`config.mk`:
```
export PLATFORM = sky130hd
export DESIGN_NAME = twi_slave
export DESIGN_NICKNAME = d
export VERILOG_FILES = /design/src/rtl/twi_slave.sv
export SDC_FILE = /design/constraint.sdc
export NUM_CORES = 1
export LEC_CHECK = 0
export CORE_ASPECT_RATIO = 0.75
export CORE_MARGIN = 3
export CORE_UTILIZATION = 61
export DETAILED_ROUTE_END_ITERATION = 16
export HOLD_SLACK_MARGIN = 0.06
export PLACE_DENSITY = 0.86
export SLEW_MARGIN = 20
export SYNTH_ARGS = -nofsm -noshare
export SYNTH_HDL_FRONTEND = slang
export SYNTH_SLANG_ARGS = --single-unit
```
`constraint.sdc`:
```
create_clock -name CLK_I -period 4.5 [get_ports CLK_I]
set_clock_uncertainty 0.2 [all_clocks]
set_input_delay 0.45 -clock CLK_I [delete_from_list [all_inputs] [get_ports CLK_I]]
set_output_delay 0.45 -clock CLK_I [all_outputs]
set_load 0.02 [all_outputs]
```
`src/rtl/twi_slave.sv`:
```
// I2C target: oversampled/filtered SCL+SDA, 7-bit address match, and an 8-bit
// register-pointer interface with auto-incrementing writes and sequential reads.
module twi_slave #(
  parameter logic [6:0] SLAVE_ADDR = 7'h50,
  parameter int         FILT_LEN   = 3
) (
  input  logic       CLK_I,
  input  logic       RST_I,
  input  logic       TWI_SCL_I,
  input  logic       TWI_SDA_I,
  output logic       TWI_SDA_OEN,
  output logic [7:0] REG_ADDR,
  output logic       REG_WR,
  output logic [7:0] REG_WDAT,
  output logic       REG_RD,
  input  logic [7:0] REG_RDAT,
  output logic       BUSY
);

  localparam int             CW   = (FILT_LEN > 1) ? $clog2(FILT_LEN) : 1;
  localparam logic [CW-1:0]  FMAX = CW'(FILT_LEN - 1);
  localparam logic [CW-1:0]  FONE = CW'(1);

  localparam logic [3:0] S_IDLE      = 4'd0;
  localparam logic [3:0] S_ADDR      = 4'd1;
  localparam logic [3:0] S_ADDR_ACK  = 4'd2;
  localparam logic [3:0] S_PTR       = 4'd3;
  localparam logic [3:0] S_PTR_ACK   = 4'd4;
  localparam logic [3:0] S_WDATA     = 4'd5;
  localparam logic [3:0] S_WDATA_ACK = 4'd6;
  localparam logic [3:0] S_RDATA     = 4'd7;
  localparam logic [3:0] S_RDATA_ACK = 4'd8;
  localparam logic [3:0] S_WAIT_STOP = 4'd9;

  // Stage p0/p1: two-flop synchronizer, then a counter glitch filter per line
  // (bit 1 = SCL, bit 0 = SDA). Filtered level changes only after FILT_LEN
  // consecutive samples disagree with it.
  logic [1:0]    sync_p0, sync_p1, filt, filt_d;
  logic [CW-1:0] fcnt [2];

  always_ff @(posedge CLK_I) begin
    if (RST_I) begin
      sync_p0 <= 2'b11;
      sync_p1 <= 2'b11;
      filt    <= 2'b11;
      filt_d  <= 2'b11;
      fcnt[0] <= '0;
      fcnt[1] <= '0;
    end else begin
      sync_p0 <= {TWI_SCL_I, TWI_SDA_I};
      sync_p1 <= sync_p0;
      filt_d  <= filt;
      for (int i = 0; i < 2; i++) begin
        if (sync_p1[i] == filt[i]) begin
          fcnt[i] <= '0;
        end else if (fcnt[i] == FMAX) begin
          filt[i] <= sync_p1[i];
          fcnt[i] <= '0;
        end else begin
          fcnt[i] <= fcnt[i] + FONE;
        end
      end
    end
  end

  logic       scl_rise, scl_fall, start_c, stop_c;
  logic [7:0] byte_in;
  logic [7:0] shreg;
  logic [3:0] state;
  logic [3:0] bit_cnt;
  logic       rw, match;

  assign scl_rise = filt[1] & ~filt_d[1];
  assign scl_fall = ~filt[1] & filt_d[1];
  assign start_c  = filt[1] & filt_d[1] & filt_d[0] & ~filt[0];
  assign stop_c   = filt[1] & filt_d[1] & ~filt_d[0] & filt[0];
  assign byte_in  = {shreg[6:0], filt[0]};

  // Stage p2: protocol FSM driven by filtered edges
  always_ff @(posedge CLK_I) begin
    if (RST_I) begin
      state       <= S_IDLE;
      bit_cnt     <= 4'd0;
      rw          <= 1'b0;
      match       <= 1'b0;
      TWI_SDA_OEN <= 1'b1;
      BUSY        <= 1'b0;
      REG_WR      <= 1'b0;
      REG_RD      <= 1'b0;
      REG_ADDR    <= 8'd0;
      REG_WDAT    <= 8'd0;
    end else begin
      REG_WR <= 1'b0;
      REG_RD <= 1'b0;
      if (REG_WR) REG_ADDR <= REG_ADDR + 8'd1;

      if (start_c) begin
        state       <= S_ADDR;
        bit_cnt     <= 4'd0;
        TWI_SDA_OEN <= 1'b1;
        BUSY        <= 1'b1;
      end else if (stop_c) begin
        state       <= S_IDLE;
        TWI_SDA_OEN <= 1'b1;
        BUSY        <= 1'b0;
      end else begin
        case (state)
          S_ADDR: begin
            if (scl_rise && bit_cnt < 4'd8) begin
              shreg   <= byte_in;
              bit_cnt <= bit_cnt + 4'd1;
              if (bit_cnt == 4'd7) begin
                rw    <= filt[0];
                match <= (shreg[6:0] == SLAVE_ADDR) && (shreg[6:0] != 7'd0);
              end
            end else if (scl_fall && bit_cnt == 4'd8) begin
              if (match) begin
                state       <= S_ADDR_ACK;
                TWI_SDA_OEN <= 1'b0;
              end else begin
                state <= S_WAIT_STOP;
              end
            end
          end
          S_ADDR_ACK: begin
            if (scl_fall) begin
              bit_cnt <= 4'd0;
              if (rw) begin
                state       <= S_RDATA;
                shreg       <= REG_RDAT;
                REG_RD      <= 1'b1;
                TWI_SDA_OEN <= REG_RDAT[7];
              end else begin
                state       <= S_PTR;
                TWI_SDA_OEN <= 1'b1;
              end
            end
          end
          S_PTR, S_WDATA: begin
            if (scl_rise && bit_cnt < 4'd8) begin
              shreg   <= byte_in;
              bit_cnt <= bit_cnt + 4'd1;
              if (bit_cnt == 4'd7) begin
                if (state == S_PTR) begin
                  REG_ADDR <= byte_in;
                end else begin
                  REG_WDAT <= byte_in;
                  REG_WR   <= 1'b1;
                end
              end
            end else if (scl_fall && bit_cnt == 4'd8) begin
              state       <= (state == S_PTR) ? S_PTR_ACK : S_WDATA_ACK;
              TWI_SDA_OEN <= 1'b0;
            end
          end
          S_PTR_ACK, S_WDATA_ACK: begin
            if (scl_fall) begin
              state       <= S_WDATA;
              bit_cnt     <= 4'd0;
              TWI_SDA_OEN <= 1'b1;
            end
          end
          S_RDATA: begin
            // Bit 7 went out at entry; seven more falls present bits 6..0,
            // the eighth releases SDA for the master's ACK.
            if (scl_fall) begin
              if (bit_cnt == 4'd7) begin
                state       <= S_RDATA_ACK;
                TWI_SDA_OEN <= 1'b1;
              end else begin
                shreg       <= {shreg[6:0], 1'b0};
                TWI_SDA_OEN <= shreg[6];
                bit_cnt     <= bit_cnt + 4'd1;
              end
            end
          end
          S_RDATA_ACK: begin
            if (scl_rise) begin
              if (!filt[0]) REG_ADDR <= REG_ADDR + 8'd1;
              else          state    <= S_WAIT_STOP;
            end else if (scl_fall) begin
              state       <= S_RDATA;
              bit_cnt     <= 4'd0;
              shreg       <= REG_RDAT;
              REG_RD      <= 1'b1;
              TWI_SDA_OEN <= REG_RDAT[7];
            end
          end
          default: ;
        endcase
      end
    end
  end

endmodule

```
==> impl_metrics.sql <==
INSERT INTO impl_metrics (metric_group, metric, value, unit) VALUES
('status', 'run_status', 'finished, final reports clean', ''),
('grt', 'grt_pass1_vias', '2270', ''),
('placement', 'port-buffer-count', '31', ''),
('timing', 'report.final.hold_viol_count', '0', ''),
('final_layout', 'layout.cells.non_filler', '404', ''),
('drt', 'count_of_routing_violations_after_the_opening_detailed_route_iteration', '262', ''),
('clocking', 'cts-htree-levels', '2', ''),
('synth', 'share_of_synthesized_cell_area_in_full_adder_half_adder_and_majority_cells', '4.31', '%'),
('critical_path', 'timing.critical_path.from_type', 'flop', ''),
('final_layout', 'layout_commonest_cell', 'sky130_fd_sc_hd__nand2_1', ''),
('final_layout', 'post-route-cell-area', '0.00326', 'mm2'),
('synth', 'post_synth_xor_area_fraction', '4.93', '%'),
('floorplanning', 'floorplan.rows', '20', ''),
('synth', 'number_of_enable_type_register_cells_in_the_synthesized_netlist', '11', ''),
('clocking', 'ctsHoldBuffers', '0', ''),
('synth', 'post_synthesis_instance_total', '325', ''),
('synth', 'synthDominantAreaCellType', 'sky130_fd_sc_hd__dfxtp_1', ''),
('synth', 'main_combinational_cell_family_by_area_after_synthesis', 'simple AND/OR/NAND/NOR gates', ''),
('synth', 'synth.lib_cells_used.distinct', '65', ''),
('timing', 'fmaxAchievable', '354', 'MHz'),
('final_layout', 'syn_to_final_growth', '14.4', '%'),
('timing', 'post_route_clock_period_utilization', '62.7', '%'),
('critical_path', 'arrival', '2.80', 'ns'),
('grt', 'largest_net_degree_at_the_start_of_global_routing', '28', ''),
('synth', 'synth_area_per_cell', '8.75', 'um2'),
('min_path', 'hp-class', 'flop to flop', ''),
('timing', 'worst_slew_margin_rel', '48.3', '%'),
('synth', 'synth_compound_area_share', '17.6', '%'),
('grt', 'antenna_found_initial', '0', ''),
('clocking', 'cts-buffers-inserted', '5', ''),
('critical_path', 'timing.critical_path.fanout_max', '21', ''),
('drt', 'drc', '0', ''),
('timing', 'setup-violations-final', '0', ''),
('placement', 'dp_worst_setup_slack', '1.39', 'ns'),
('timing', 'setup_tns', '0', 'ns'),
('drt', 'routed_wire_length_per_instance', '17.5', 'um'),
('floorplanning', 'placeableCoreArea', '0.00425', 'mm2'),
('final_layout', 'ratio_of_cells_with_drive_above_1_in_the_final_layout', '6.30', '%'),
('power_and_ir_drop', 'leakage', '1.18', 'nW'),
('placement', 'routabilityCongestion', '0.950', ''),
('synth', 'syn-cell-area', '0.00285', 'mm2'),
('power_and_ir_drop', 'peakVddDrop', '242', 'uV'),
('grt', 'grtUsageTotal', '26.3', '%'),
('clocking', 'ctsResizeCount', '0', ''),
('placement', 'detailed_place.area', '0.00316', 'mm2'),
('placement', 'placed_cells_incl_taps', '396', ''),
('power_and_ir_drop', 'total_power', '0.000793', 'W'),
('clocking', 'cts_setup_buffers', '0', ''),
('synth', 'yosys_most_used_dff', 'sky130_fd_sc_hd__dfxtp_1', ''),
('floorplanning', 'number_of_primary_i_o_pins', '32', ''),
('run', 'drv.max_cap_violation_count', '0', ''),
('drt', 'finalWirelength', '7.06', 'mm'),
('grt', 'first_pass_grt_wire_length', '11.4', 'mm'),
('power_and_ir_drop', 'pwrdens', '244', 'mW/mm2'),
('synth', 'seq_area_frac_synth', '38.3', '%'),
('clocking', 'clock_slew_seen_by_the_registers_of_the_worst_setup_and_hold_paths', '0.09', 'ns'),
('clocking', 'tritoncts_clock_tree', 'done', ''),
('floorplanning', 'floorplan_die_height', '65.1', 'um'),
('clocking', 'cts-root-to-sink-buffers', '2', ''),
('drt', 'via_count', '2555', ''),
('synth', 'postSynthRegisterBits', '49', ''),
('clocking', 'clk_root_buffer_cell', 'sky130_fd_sc_hd__clkbuf_8', ''),
('placement', 'dp_hpwl', '5.05', 'mm'),
('timing', 'final.setup.worst_slack', '1.68', 'ns'),
('timing', 'least_margin_pin_slew', '0.774', 'ns'),
('critical_path', 'worst_setup_path_end_kind', 'flop', ''),
('synth', 'synth_mux_area_share', '5.28', '%'),
('critical_path', 'critical_path_class', 'flop to flop', ''),
('drt', 'avgViaCountPerCell', '6.32', ''),
('critical_path', 'worst_ep_required_time', '4.47', 'ns'),
('final_layout', 'layout_common_cells', 'sky130_fd_sc_hd__nand2_1 (43), sky130_fd_sc_hd__dfxtp_1 (38), sky130_fd_sc_hd__clkdlybuf4s50_1 (31)', '');
area by class of cell:
type | count | area, um2
inverter | 13 | 48.8
multi-input combinational | 246 | 1620
sequential | 49 | 1090
clock buffer | 6 | 82.6
timing repair buffer | 33 | 325
tap | 55 | 68.8
clock inverter | 2 | 16.3
fill | 311 | 998
layer usage:
layer	track usage, %	part of all wire [%]	vias to the layer above
met5	0	0	-
met4	7.11	1.4	0
met3	6.02	9.3	11
met2	38.6	44	120
met1	39.0	45	1213
li1	-	-	1211
cell usage after synthesis, types with 3 or more instances:
master and count:
sky130_fd_sc_hd__nand2b_1 7, sky130_fd_sc_hd__and4_1 3, sky130_fd_sc_hd__edfxtp_1 11, sky130_fd_sc_hd__a21oi_1 12, sky130_fd_sc_hd__nand2_1 43, sky130_fd_sc_hd__o21ai_0 6, sky130_fd_sc_hd__or3_1 4, sky130_fd_sc_hd__mux2i_1 15
sky130_fd_sc_hd__a211o_1 4, sky130_fd_sc_hd__nand4_1 4, sky130_fd_sc_hd__nor2b_1 3, sky130_fd_sc_hd__xnor2_1 5, sky130_fd_sc_hd__nand3_1 5, sky130_fd_sc_hd__xor2_1 11, sky130_fd_sc_hd__inv_1 13, sky130_fd_sc_hd__or2_2 6
sky130_fd_sc_hd__buf_2 9, sky130_fd_sc_hd__ha_1 9, sky130_fd_sc_hd__a22oi_1 8, sky130_fd_sc_hd__clkbuf_1 10, sky130_fd_sc_hd__nand3b_1 3, sky130_fd_sc_hd__nand4b_1 3, sky130_fd_sc_hd__dfxtp_1 38, sky130_fd_sc_hd__nor3_1 7
sky130_fd_sc_hd__o22ai_1 10, sky130_fd_sc_hd__nor2_1 27, sky130_fd_sc_hd__o211ai_1 3
worst max-delay path, cell delays in order (launching register included):
cell and delay [ns]:
sky130_fd_sc_hd__dfxtp_1 0.77, sky130_fd_sc_hd__and2b_1 0.46, sky130_fd_sc_hd__and4_1 0.47, sky130_fd_sc_hd__o21ai_0 0.19
sky130_fd_sc_hd__o21ai_1 0.47, sky130_fd_sc_hd__o22ai_1 0.13
where the power goes:
| group | total (W) | internal (W) | switching (W) | leakage [nW] |
|---|---|---|---|---|
| registers | 0.000462 | 0.000455 | 0.00000636 | 0.412 |
| logic | 0.0000509 | 0.0000222 | 0.0000287 | 0.724 |
| clock network | 0.000281 | 0.000127 | 0.000154 | 0.0478 |
| total | 0.000793 | 0.000604 | 0.000189 | 1.18 |
cell families after synthesis:
group | count (synthesis)
compound gates | 68
fa+ha+maj | 10
xor+xnor | 16
simple gates | 133
mux | 15
flops | 49
buf+inv | 33
other cells | 1
metrics by stage:
stage / hold slack [ns] / utilization [%]
after floorplan: 0.189 / -
after global routing: 0.252 / 76.5
after global placement: 0.192 / 74.2
after detailed placement: 0.207 / 74.2
final: 0.226 / 76.5
after CTS: 0.230 / 76.5
state kept, by name, indices dropped and copies added, names as in the netlist, 2 cells and up:
signal and count:
filt 2, bit_cnt 4, REG_ADDR 8, filt_d 2
shreg 7, state 4, sync_p1 2, REG_WDAT 8
fcnt 4, sync_p0 2
worst paths after layout:
path | end | from | slack (ns) | cells past startpoint
setup / recovery | REG_ADDR[7]$_SDFF_PP0_ | state[0]$_SDFFE_PP0P_ | 1.68 | 5
hold / removal | sync_p1[1]$_SDFF_PP1_ | sync_p0[1]$_SDFF_PP1_ | 0.23 | 1
setup reg to reg | REG_ADDR[7]$_SDFF_PP0_ | state[0]$_SDFFE_PP0P_ | 1.68 | 5
hold reg to reg | sync_p1[1]$_SDFF_PP1_ | sync_p0[1]$_SDFF_PP1_ | 0.23 | 1
Power figures use the tool's default switching activity.
